<file path="src/rtl/hdb3_tx_sched_if.sv">
`default_nettype none
// +----------------------------------------------------------------------+
// | hdb3_tx_sched_if : NRZ input handshake and P/N rail bundle            |
// | Rev 1.0                                                              |
// +----------------------------------------------------------------------+
interface hdb3_tx_sched_if;
  logic en;
  logic din;
  logic din_valid;
  logic din_ready;
  logic data_outP;
  logic data_outN;
  logic sym_strobe;
  logic underrun;
  logic busy;

  modport master (
    output en, din, din_valid,
    input  din_ready, data_outP, data_outN, sym_strobe, underrun, busy
  );

  modport slave (
    input  en, din, din_valid,
    output din_ready, data_outP, data_outN, sym_strobe, underrun, busy
  );
endinterface
`default_nettype wire

</file>
<file path="src/rtl/hdb3_tx_sched.sv">
`default_nettype none
// +----------------------------------------------------------------------+
// | hdb3_tx_sched : paced HDB3 encoder driving the P/N line rails         |
// | Build option HDB3_RZ_EN : return-to-zero rails (half-symbol pulses)  |
// | Rev 1.0                                                              |
// +----------------------------------------------------------------------+
module hdb3_tx_sched #(
  parameter int DIV = 16
) (
  input  logic           clk,
  input  logic           rst,
  hdb3_tx_sched_if.slave bus
);
  localparam int            CW         = $clog2(DIV);
  localparam logic [CW-1:0] c_CNT_LAST = CW'(DIV - 1);
`ifdef HDB3_RZ_EN
  localparam logic [CW-1:0] c_CNT_HALF = CW'(DIV / 2 - 1);
`endif

  localparam logic [1:0] S_IDLE  = 2'd0;
  localparam logic [1:0] S_RUN   = 2'd1;
  localparam logic [1:0] S_DRAIN = 2'd2;

  // Symbol codes share the rail encoding {P,N}
  localparam logic [1:0] c_ZERO = 2'b00;
  localparam logic [1:0] c_POS  = 2'b10;
  localparam logic [1:0] c_NEG  = 2'b01;

  logic [1:0]    r_state;
  logic [CW-1:0] r_cnt;
  logic [1:0]    r_drain;
  logic [1:0]    r_s0, r_s1, r_s2;
  logic [1:0]    r_rail;
  logic          r_last_pos;
  logic          r_par_odd;
  logic [1:0]    r_zrun;

  logic       w_active, w_tick, w_run_tick, w_drain_end, w_bit;
  logic [1:0] w_code, w_s3_new, w_zrun_n;
  logic       w_last_n, w_par_n;

  assign w_active    = (r_state == S_RUN) || (r_state == S_DRAIN);
  assign w_tick      = w_active && (r_cnt == c_CNT_LAST);
  assign w_run_tick  = w_tick && (r_state == S_RUN);
  assign w_drain_end = w_tick && (r_state == S_DRAIN) && (r_drain == 2'd2);
  assign w_bit       = w_run_tick && bus.din_valid && bus.din;

  // Encoder: w_s3_new is the post-shift s3, overwritten with B on B00V
  always_comb begin
    w_code   = c_ZERO;
    w_s3_new = r_s2;
    w_last_n = r_last_pos;
    w_par_n  = r_par_odd;
    w_zrun_n = r_zrun;
    if (w_bit) begin
      w_code   = r_last_pos ? c_NEG : c_POS;
      w_last_n = ~r_last_pos;
      w_par_n  = ~r_par_odd;
      w_zrun_n = 2'd0;
    end else if (r_zrun != 2'd3) begin
      w_zrun_n = r_zrun + 2'd1;
    end else if (r_par_odd) begin
      w_code   = r_last_pos ? c_POS : c_NEG;
      w_par_n  = 1'b0;
      w_zrun_n = 2'd0;
    end else begin
      w_code   = r_last_pos ? c_NEG : c_POS;
      w_s3_new = w_code;
      w_last_n = ~r_last_pos;
      w_par_n  = 1'b0;
      w_zrun_n = 2'd0;
    end
  end

  // s3 is not kept separately: r_rail holds it and feeds the rails directly
  always_ff @(posedge clk or negedge rst) begin
    if (!rst) begin
      r_state    <= S_IDLE;
      r_cnt      <= '0;
      r_drain    <= 2'd0;
      r_s0       <= c_ZERO;
      r_s1       <= c_ZERO;
      r_s2       <= c_ZERO;
      r_rail     <= c_ZERO;
      r_last_pos <= 1'b0;
      r_par_odd  <= 1'b0;
      r_zrun     <= 2'd0;
    end else begin
      if (r_state == S_IDLE) begin
        r_cnt <= '0;
        if (bus.en) r_state <= S_RUN;
      end else begin
        r_cnt <= w_tick ? '0 : r_cnt + CW'(1);
      end

      if (w_run_tick && !bus.en) begin
        r_state <= S_DRAIN;
        r_drain <= 2'd0;
      end
      if (w_tick && (r_state == S_DRAIN)) begin
        r_drain <= r_drain + 2'd1;
        if (w_drain_end) r_state <= S_IDLE;
      end

      if (w_tick) begin
        r_last_pos <= w_last_n;
        r_par_odd  <= w_par_n;
        if (w_drain_end) begin
          r_s0   <= c_ZERO;
          r_s1   <= c_ZERO;
          r_s2   <= c_ZERO;
          r_rail <= c_ZERO;
          r_zrun <= 2'd0;
        end else begin
          r_s0   <= w_code;
          r_s1   <= r_s0;
          r_s2   <= r_s1;
          r_rail <= w_s3_new;
          r_zrun <= w_zrun_n;
        end
      end
`ifdef HDB3_RZ_EN
      else if (w_active && (r_cnt == c_CNT_HALF)) begin
        r_rail <= c_ZERO;
      end
`endif
    end
  end

  assign bus.din_ready  = w_run_tick;
  assign bus.sym_strobe = w_tick;
  assign bus.underrun   = w_run_tick && !bus.din_valid;
  assign bus.busy       = w_active;
  assign bus.data_outP  = r_rail[1];
  assign bus.data_outN  = r_rail[0];
endmodule
`default_nettype wire

</file>
<file path="src/flat_wrapper.sv">
// flat-port wrapper written by rule: the top's interface ports become plain ports
module hdb3_tx_sched_flat 
#(
  parameter int DIV = 16
)
  (clk, rst, bus_en, bus_din, bus_din_valid, bus_din_ready, bus_data_outP, bus_data_outN, bus_sym_strobe, bus_underrun, bus_busy);
  hdb3_tx_sched_if bus_i ();
  input  logic clk;
  input  logic rst;
  input wire logic [$bits(bus_i.en)-1:0] bus_en;
  input wire logic [$bits(bus_i.din)-1:0] bus_din;
  input wire logic [$bits(bus_i.din_valid)-1:0] bus_din_valid;
  output wire logic [$bits(bus_i.din_ready)-1:0] bus_din_ready;
  output wire logic [$bits(bus_i.data_outP)-1:0] bus_data_outP;
  output wire logic [$bits(bus_i.data_outN)-1:0] bus_data_outN;
  output wire logic [$bits(bus_i.sym_strobe)-1:0] bus_sym_strobe;
  output wire logic [$bits(bus_i.underrun)-1:0] bus_underrun;
  output wire logic [$bits(bus_i.busy)-1:0] bus_busy;
  assign bus_i.en = bus_en;
  assign bus_i.din = bus_din;
  assign bus_i.din_valid = bus_din_valid;
  assign bus_din_ready = bus_i.din_ready;
  assign bus_data_outP = bus_i.data_outP;
  assign bus_data_outN = bus_i.data_outN;
  assign bus_sym_strobe = bus_i.sym_strobe;
  assign bus_underrun = bus_i.underrun;
  assign bus_busy = bus_i.busy;
  hdb3_tx_sched #(.DIV(DIV)) u_core (.clk(clk), .rst(rst), .bus(bus_i));
endmodule
</file>
<file path="config.mk">
export PLATFORM = sky130hd
export DESIGN_NAME = hdb3_tx_sched_flat
export DESIGN_NICKNAME = d
export VERILOG_FILES = /design/src/rtl/hdb3_tx_sched_if.sv /design/src/rtl/hdb3_tx_sched.sv /design/src/flat_wrapper.sv
export SDC_FILE = /design/constraint.sdc
export NUM_CORES = 1
export LEC_CHECK = 0
export ABC_AREA = 1
export CORE_MARGIN = 3
export CORE_UTILIZATION = 49
export DETAILED_ROUTE_END_ITERATION = 6
export HOLD_SLACK_MARGIN = 0.12
export PLACE_DENSITY_LB_ADDON = 0.12
export SKIP_LAST_GASP = 1
export SYNTH_ARGS = -nofsm -noshare
export SYNTH_HDL_FRONTEND = slang
export SYNTH_SLANG_ARGS = --single-unit
</file>
<file path="constraint.sdc">
create_clock -name clk -period 1.44 [get_ports clk]
set_clock_uncertainty 0.05 [all_clocks]
set_input_delay 0.216 -clock clk [delete_from_list [all_inputs] [get_ports clk]]
set_output_delay 0.216 -clock clk [all_outputs]
set_load 0.005 [all_outputs]
</file>
== Word-level counts from Yosys, hierarchy flattened ==
Index checks and enable logic that the tools add are counted.

* Register bits: 20
* Output and inout port bits: 6
* Memories: 0
* Memory bits (read-only): 0
* Latch bits: 0
* Memory bits (writable): 0
* Input port bits: 5
* Word-level logic and storage cells: 66

* Equality and inequality tests: 7
* $add $sub $neg: 3
* Divide/modulo/power cells: 0
* Reduce and logical (&&, ||, !) cells: 15
* Multiplexer cells: 29
* Multipliers: 0
* Magnitude comparators: 0
* Shift operators: 0
* Bitwise operators: 2

{| class="wikitable"
|+ Operator list
! cell !! number
|-
| $mux 2 || 22
|-
| $logic_and 1x1->1 || 8
|-
| $mux 4 || 2
|-
| $mux 1 || 5
|-
| $add 2x1->2 const B || 2
|-
| $add 4x1->4 const B || 1
|-
| $eq 2x2->1 const B || 2
|-
| $eq 4x4->1 const B || 1
|-
| $ne 2x2->1 const B || 2
|-
| $reduce_and 3->1 || 1
|-
| $eq 2x1->1 const B || 1
|-
| $logic_not 1->1 || 2
|-
| $logic_not 2->1 || 1
|-
| $ne 2x1->1 const B || 1
|-
| $not 1->1 || 2
|-
| $reduce_and 2->1 || 1
|-
| $reduce_bool 2->1 || 1
|-
| $logic_or 1x1->1 || 1
|}

== Logic depth before layout (Yosys ltp) ==
Gate-level depths: netlist (run 1).

* Depth in word-level cells: 8
* Gate-level depth with buffers: 10
* Depth with buffers taken out: 10

== Worst setup path before layout (run 1) ==
OpenSTA, ideal clock, no wires.

* Path type: register to register
* Start: reg u_core.r_state[0]
* End: reg u_core.r_last_pos
* Period minus slack after synthesis: 1493 ps
* Data required time: 1273 ps
* Cell stages (with the launch flop): 11
* Slack: -53 ps
* Library setup time: 117 ps
* Buffers on the path: 1
* Arrival: 1327 ps
* Cells stage by stage: dfrtp_1 -> inv_1 -> ha_1 -> nand2_2 -> nor2_4 -> buf_6 -> nand3_4 -> o21ai_2 -> inv_1 -> nand2_1 -> nand2_1

* Word-level cells in the longest chain between the ends: 8

{| class="wikitable"
|+ RTL lines
! item !! line !! RTL
|-
| from (decl) || hdb3_tx_sched.sv:29 || <nowiki>logic [1:0] r_state;</nowiki>
|-
| from (signal assigned) || hdb3_tx_sched.sv:78 || <nowiki>r_state <= S_IDLE;</nowiki>
|-
| from (signal assigned) || hdb3_tx_sched.sv:91 || <nowiki>if (bus.en) r_state <= S_RUN;</nowiki>
|-
| from (signal assigned) || hdb3_tx_sched.sv:97 || <nowiki>r_state <= S_DRAIN;</nowiki>
|-
| $eq 2x1->1 or $eq 2x2->1 (tied branches) || hdb3_tx_sched.sv:42 || <nowiki>assign w_active = (r_state == S_RUN) || (r_state == S_DRAIN);</nowiki>
|-
| $logic_or 1x1->1 * || hdb3_tx_sched.sv:42 ||
|-
| named net bus_busy || flat_wrapper.sv:18 || <nowiki>output wire logic [$bits(bus_i.busy)-1:0] bus_busy;</nowiki>
|-
| $logic_and 1x1->1 * || hdb3_tx_sched.sv:43 || <nowiki>assign w_tick = w_active && (r_cnt == c_CNT_LAST);</nowiki>
|-
| named net bus_sym_strobe || flat_wrapper.sv:16 || <nowiki>output wire logic [$bits(bus_i.sym_strobe)-1:0] bus_sym_strobe;</nowiki>
|-
| $logic_and 1x1->1 || hdb3_tx_sched.sv:44 || <nowiki>assign w_run_tick = w_tick && (r_state == S_RUN);</nowiki>
|-
| $logic_and 1x1->1 (2 in series) || hdb3_tx_sched.sv:46 || <nowiki>assign w_bit = w_run_tick && bus.din_valid && bus.din;</nowiki>
|-
| $ne 2x2->1 (no line) or $ne 2x1->1 (tied branches) || -- ||
|-
| $reduce_and 3->1 (no line) || -- ||
|-
| to (signal assigned) || hdb3_tx_sched.sv:106 || <nowiki>r_last_pos <= w_last_n;</nowiki>
|-
| to (decl) || hdb3_tx_sched.sv:34 || <nowiki>logic r_last_pos;</nowiki>
|}

The timed path passes the listed nets; every way through them passes the cells marked *.
A chain may end at the register's enable or synchronous reset.

== Worst setup path after layout (run 1) ==
* Start: reg u_core.r_state[0]
* End: out bus_underrun

* Word-level cells in the longest chain between the ends: 5

{| class="wikitable"
|+ RTL lines
! item !! line !! RTL
|-
| $eq 2x1->1 or $eq 2x2->1 (tied branches) || hdb3_tx_sched.sv:42, hdb3_tx_sched.sv:44 ||
|-
| $logic_or 1x1->1 || hdb3_tx_sched.sv:42 ||
|-
| $logic_and 1x1->1 || hdb3_tx_sched.sv:43 ||
|-
| $logic_and 1x1->1 * || hdb3_tx_sched.sv:44 ||
|-
| $logic_and 1x1->1 * || hdb3_tx_sched.sv:132 || <nowiki>assign bus.underrun = w_run_tick && !bus.din_valid;</nowiki>
|-
| to (decl) || flat_wrapper.sv:17 || <nowiki>output wire logic [$bits(bus_i.underrun)-1:0] bus_underrun;</nowiki>
|}

Every way passes the cells marked *; elsewhere a longest branch is shown, timed or not.

==> results_dict.tcl, run 1 <==
set metrics [dict create \
    rows 16 \
    synth_area_sq_um 1067 \
    die_y_um 52.67 \
    path_max_fanout 4 \
    hpwl_um 1666 \
    rsz0062_at_grt "yes" \
    synth_nets 142 \
    p_leak_nw 0.8144 \
    slowest_stage "dfrtp_1" \
    cts_max_path_buffers 2 \
    routed_wl_um 2477 \
    root_buffer "clkbuf_4" \
    synth.avg_cell_area_sq_um 8.147 \
    regArea_sq_um 500.5 \
    synthMuxAreaShare 0 \
    h-tree-depth 1 \
    placement.io_buffers 10 \
    max-vdd-ir-drop_uv 1685 \
    synthAdderAreaFrac 0.07034 \
    grt_pass1_vias 1025 \
    fin_ws_ns -0.2403 \
    worst_hold_slack_ns 0.1880 \
    cap_violations 0 \
    yosysWarnings 0 \
    yosys.area.top_type_share 0.4689 \
    fin_crit_ns 1.680 \
    final_antenna_net_count 0 \
    dieWidth_um 52.67 \
    setup_tns_ns -3.393 \
    final_hold_viol_count 0 \
    synth_top_family_by_area "simple AND/OR/NAND/NOR gates" \
    slew_violations 0 \
    relSlewSlack 0.8230 \
    grt_pass1_wl_um 4222 \
    clk_latency_ns 0.30 \
    fill_cells 137 \
    antenna_found_initial 0 \
    drive_gt1_frac 0.3787 \
    synth.most_common_cell "nand2_1" \
    multi_input_area_sq_um 576.8 \
    synth_edf_count 0 \
    worstSetupEndpointType "output pin" \
    critPathLaunchType "register" \
    synthTopCellsByArea "dfrtp_1 47%, nand2_1 13%, inv_1 8.8%, ha_1 7.0%, nand3_1 4.7%" \
    drc 0 \
    cts_tree "done" \
    status "complete, but fails checks" \
    grt.overflow.total 0 \
    vias 968 \
    worstPathCellList "inv_2, ha_4, nand2_4, inv_2, nand2_4, nor3_2, buf_2" \
    final_nets 181 \
    clk_pin_slew_ns 0.13 \
    yosysSeqAreaShare 0.4689 \
    violations "setup timing" \
    vias_per_cell 4.939 \
    pre_cts_ws_ns -0.3578 \
    die-area_sq_um 2774 \
    drt_iter0_markers 18 \
    fin_area_sq_um 1555 \
    slowest_delay_ns 0.38 \
    syn2layout_area_growth_pct 45.72 \
    synthArstFlopShare 1.000 \
    syn_inst 131 \
    p_per_area_nw_per_um2 1876 \
    routedWlPerCell_um 12.64 \
    ios 11 \
    synth_top_cell_by_area "dfrtp_1" \
    yosys.cell_types.count 20 \
    first_pass_iters 4 \
    ys_dominant_reg_cell "dfrtp_1" \
    numCtsBuffers 3 \
    place.gp.congestion 0.8419 \
    fin_cells 196 \
    hold_path_class "input port to asynchronous set/reset pin" \
    yosys_register_bits 20 \
    antenna_cells 0 \
    path_class "register to output pin" \
    placed_cells 182 \
    synthSimpleGateAreaFrac 0.2732 \
    fmax_mhz 595.1 \
    synth-xor-area-share 0.01641 \
    setup_viol 21 \
    place_area_sq_um 1318 \
    grt_use_total 0.2074 \
    start_util 0.5331 \
    worst_ep_arrival_time_ns 1.41 \
    synth_compound_area_frac 0.06800 \
    grt_max_degree 21 \
    required_ns 1.17 \
    core_sq_um 2002 \
    post-route-period-util 1.167 \
    synth_common_cells "38 x nand2_1, 25 x inv_1, 20 x dfrtp_1" \
    worstMarginPinSlew_ns 0.2655 \
    cts.sinks 20 \
]
## worst paths after layout
check	start	end	slack, ns	depth (start not counted)
worst max-delay path	u_core.r_state[0]	bus_underrun	-0.24	7
worst min-delay path	rst	u_core.r_last_pos	0.19	2
worst max register to register	u_core.r_state[0]	u_core.r_rail[1]	-0.22	11
worst min register to register	u_core.r_cnt[0]	u_core.r_cnt[0]	0.43	1
max in group asynchronous	rst	u_core.r_state[1]	0.93	2
min in group clk	u_core.r_cnt[0]	u_core.r_cnt[0]	0.43	1
## metrics by stage
| step | util | power, W |
|---|---|---|
| after floorplan | - | 0.001678 |
| after global placement | 0.6581 | 0.002105 |
| after detailed placement | 0.6581 | 0.002178 |
| after CTS | 0.7456 | 0.002799 |
| after global routing | 0.7769 | 0.003168 |
| final | 0.7769 | 0.002917 |
## metal layers
metal	wire length [um]	part of all wire	track usage	vias up
li1	-	-	-	487
met1	1022	0.41	0.2140	469
met2	1377	0.56	0.4112	10
met3	64	0.026	0.03419	2
met4	12	0.0048	0.06809	0
met5	0	0	0	-
## area by class of cell
class | count | share of cell area
Sequential cell | 20 | 0.3218
Tap cell | 27 | 0.02172
Clock inverter | 1 | 0.01931
Inverter | 25 | 0.06195
Multi-Input combinational cell | 85 | 0.3709
Timing Repair Buffer | 35 | 0.1899
Clock buffer | 3 | 0.01448
## worst max-delay path: cells and delay by family, from the launching register on
family | cells | cell delay [ns]
fa+ha+maj | 1 | 0.28
buf+inv | 3 | 0.25
flops | 1 | 0.38
simple gates | 3 | 0.20
## cells in the final DEF (no fill, tap or decap), types with 5 or more instances in the layout
master / count
dfrtp_1: 20
buf_6: 6
nand3_1: 6
inv_1: 19
inv_2: 5
buf_4: 19
nand2_2: 6
nand2_1: 32
## registers in the layout, indices dropped and copies added (netlist names), 2 cells and up
| name | cells |
|---|---|
| u_core.r_cnt | 4 |
| u_core.r_drain | 2 |
| u_core.r_rail | 2 |
| u_core.r_s0 | 2 |
| u_core.r_s1 | 2 |
| u_core.r_s2 | 2 |
| u_core.r_state | 2 |
| u_core.r_zrun | 2 |
## power by group
part	internal (W)	switching, W	total, W
Sequential	0.000812	0.000170	0.000983
Clock	0.000281	0.000183	0.000464
Combinational	0.000721	0.000750	0.00147
## repair_timing
item,4_1_cts,5_1_grt
endpoints found under the hold margin,0,0
setup endpoints to repair,23,23
hold buffers,0,0
pin swaps,4,4
cloned,1,0
gates resized for setup,42,11
setup buffers,6,3
## logic make-up after synthesis
family	after synthesis
compound gates	12
simple gates	64
buf+inv	27
xor+xnor	2
flops	20
fa+ha+maj	6
Note: power is estimated with default switching activity, not from simulation.
==> inputs of run 2 (changes only) <==
--- a/config.mk
+++ b/config.mk
@@ -7,7 +7,7 @@
 export LEC_CHECK = 0
 export ABC_AREA = 1
 export CORE_MARGIN = 3
-export CORE_UTILIZATION = 49
+export CORE_UTILIZATION = 38
 export DETAILED_ROUTE_END_ITERATION = 6
 export HOLD_SLACK_MARGIN = 0.12
 export PLACE_DENSITY_LB_ADDON = 0.12
==> run 2 against run 1 <==
Net effect: the run still ends with setup timing left; total power rose by 2.4%; via count down 0.41%; fmax is 2.6% lower; count of clock-buffer cells in the layout stayed put; combinational power rose by 6%; largest cell class unchanged; first-iteration DRC count grew 56%.
==> results_dict.tcl, run 2 (same netlist as run 1, synthesis figures left out) <==
set metrics [dict create \
    status "complete, but fails checks" \
    violations "setup timing" \
    routed_wl_um 2580 \
    die-area_sq_um 3480 \
    critPathLaunchType "register" \
    final_antenna_net_count 0 \
    p_per_area_nw_per_um2 1918 \
    max-vdd-ir-drop_uv 1223 \
    post-route-period-util 1.198 \
    root_buffer "clkbuf_4" \
    use_met1 0.2120 \
    syn2layout_area_growth_pct 45.84 \
    worstMarginPinSlew_ns 0.2848 \
    final_cell_mix "34 x nand2_1, 21 x buf_4, 20 x dfrtp_1" \
    worstSetupEndpointType "output pin" \
    fmax_mhz 579.6 \
    first_pass_iters 4 \
    hpwl_um 1638 \
    drc 0 \
    reg2reg_slack_ns -0.22 \
    clk_latency_ns 0.30 \
    fin_crit_ns 1.725 \
    rsz0062_at_grt "yes" \
    required_ns 1.17 \
    top_usage_layer "met2" \
    antenna_cells 0 \
    met2_usage 0.2650 \
    vias_per_cell 4.820 \
    largest_reg_flops 4 \
    fin_ws_ns -0.2852 \
    routedWlPerCell_um 12.90 \
    setup_viol 22 \
    grtUsageMet3 0.01961 \
    path_max_fanout 3 \
    worst_hold_slack_ns 0.1924 \
    drive_gt1_frac 0.3765 \
    cap_violations 0 \
    core_sq_um 2567 \
    dieWidth_um 59.00 \
    clk_pin_slew_ns 0.12 \
    rows 18 \
    post-route-util 0.6062 \
    p_leak_nw 0.8095 \
    layout_commonest_cell "nand2_1" \
    place_area_sq_um 1329 \
    relSlewSlack 0.8081 \
    cts_max_path_buffers 2 \
    largest_register "u_core.r_cnt" \
    ctsHoldBuffers 0 \
    start_util 0.4157 \
    cts.sinks 20 \
    final_hold_viol_count 0 \
    hold_path_class "input port to asynchronous set/reset pin" \
    rr_worst_depth 11 \
    cts_tree "done" \
    placement.io_buffers 10 \
    fin_area_sq_um 1556 \
    grt_max_degree 21 \
    ios 11 \
    h-tree-depth 1 \
    grt_use_total 0.1653 \
    pre_cts_ws_ns -0.3790 \
    final_nets 182 \
    drt_iter0_markers 28 \
    slew_violations 0 \
    numCtsBuffers 3 \
    place.gp.congestion 0.8295 \
    grt.overflow.total 0 \
    grt_pass1_wl_um 4347 \
    grt_pass1_vias 1011 \
    path_class "register to output pin" \
    antenna_found_initial 0 \
    worst_ep_arrival_time_ns 1.46 \
    die_y_um 59.00 \
    vias 964 \
]
-- run 2: per-stage QoR --
step	instances	TNS, ns	power (W)
4_1_cts	199	-3.291	0.002804
3_3_place_gp	186	-3.026	0.002166
6_report	200	-3.022	0.002986
2_1_floorplan	131	-0.0003427	0.001678
3_5_place_dp	186	-3.560	0.002209
5_1_grt	200	-5.024	0.003235
-- run 2: routing by layer --
metal	wire, um	up-vias
met1	1176	453
met4	67	0
met3	73	8
met5	0	-
met2	1263	17
li1	-	486
-- run 2: cell type report --
class / instances / area (sq um)
well taps: 30 / 37.54
multi-input cells: 85 / 571.8
clock buffers: 3 / 22.52
fillers: 235 / 1011
clock inverters: 1 / 30.03
repair buffers: 36 / 297.8
flip-flops and latches: 20 / 500.5
inverters: 25 / 96.34
-- run 2: path summary, 6_finish.rpt --
path | startpoint | to
max in group asynchronous | rst | u_core.r_s2[0]
hold / removal | rst | u_core.r_cnt[0]
hold reg to reg | u_core.r_drain[0] | u_core.r_drain[0]
setup / recovery | u_core.r_state[1] | bus_underrun
min in group clk | u_core.r_drain[0] | u_core.r_drain[0]
setup reg to reg | u_core.r_state[1] | u_core.r_rail[0]
-- run 2: repair_timing --
action	4_1_cts	5_1_grt
gates cloned	1	0
endpoints found under the setup margin	22	22
pin swaps	7	5
endpoints found under the hold margin	0	0
buffers inserted	8	2
gates resized for setup	41	15
-- run 2: worst max-delay path, stage by stage (launching register included) --
cell and delay [ns]:
dfrtp_1 0.39, inv_2 0.06, ha_4 0.28, nand2_4 0.05, inv_2 0.06, nand2_4 0.06, nor3_2 0.11, buf_2 0.14
-- run 2: report_power, final --
part	internal (W)	switching (W)
sequential	0.000812	0.000153
clock	0.000281	0.000184
combinational	0.000776	0.000780
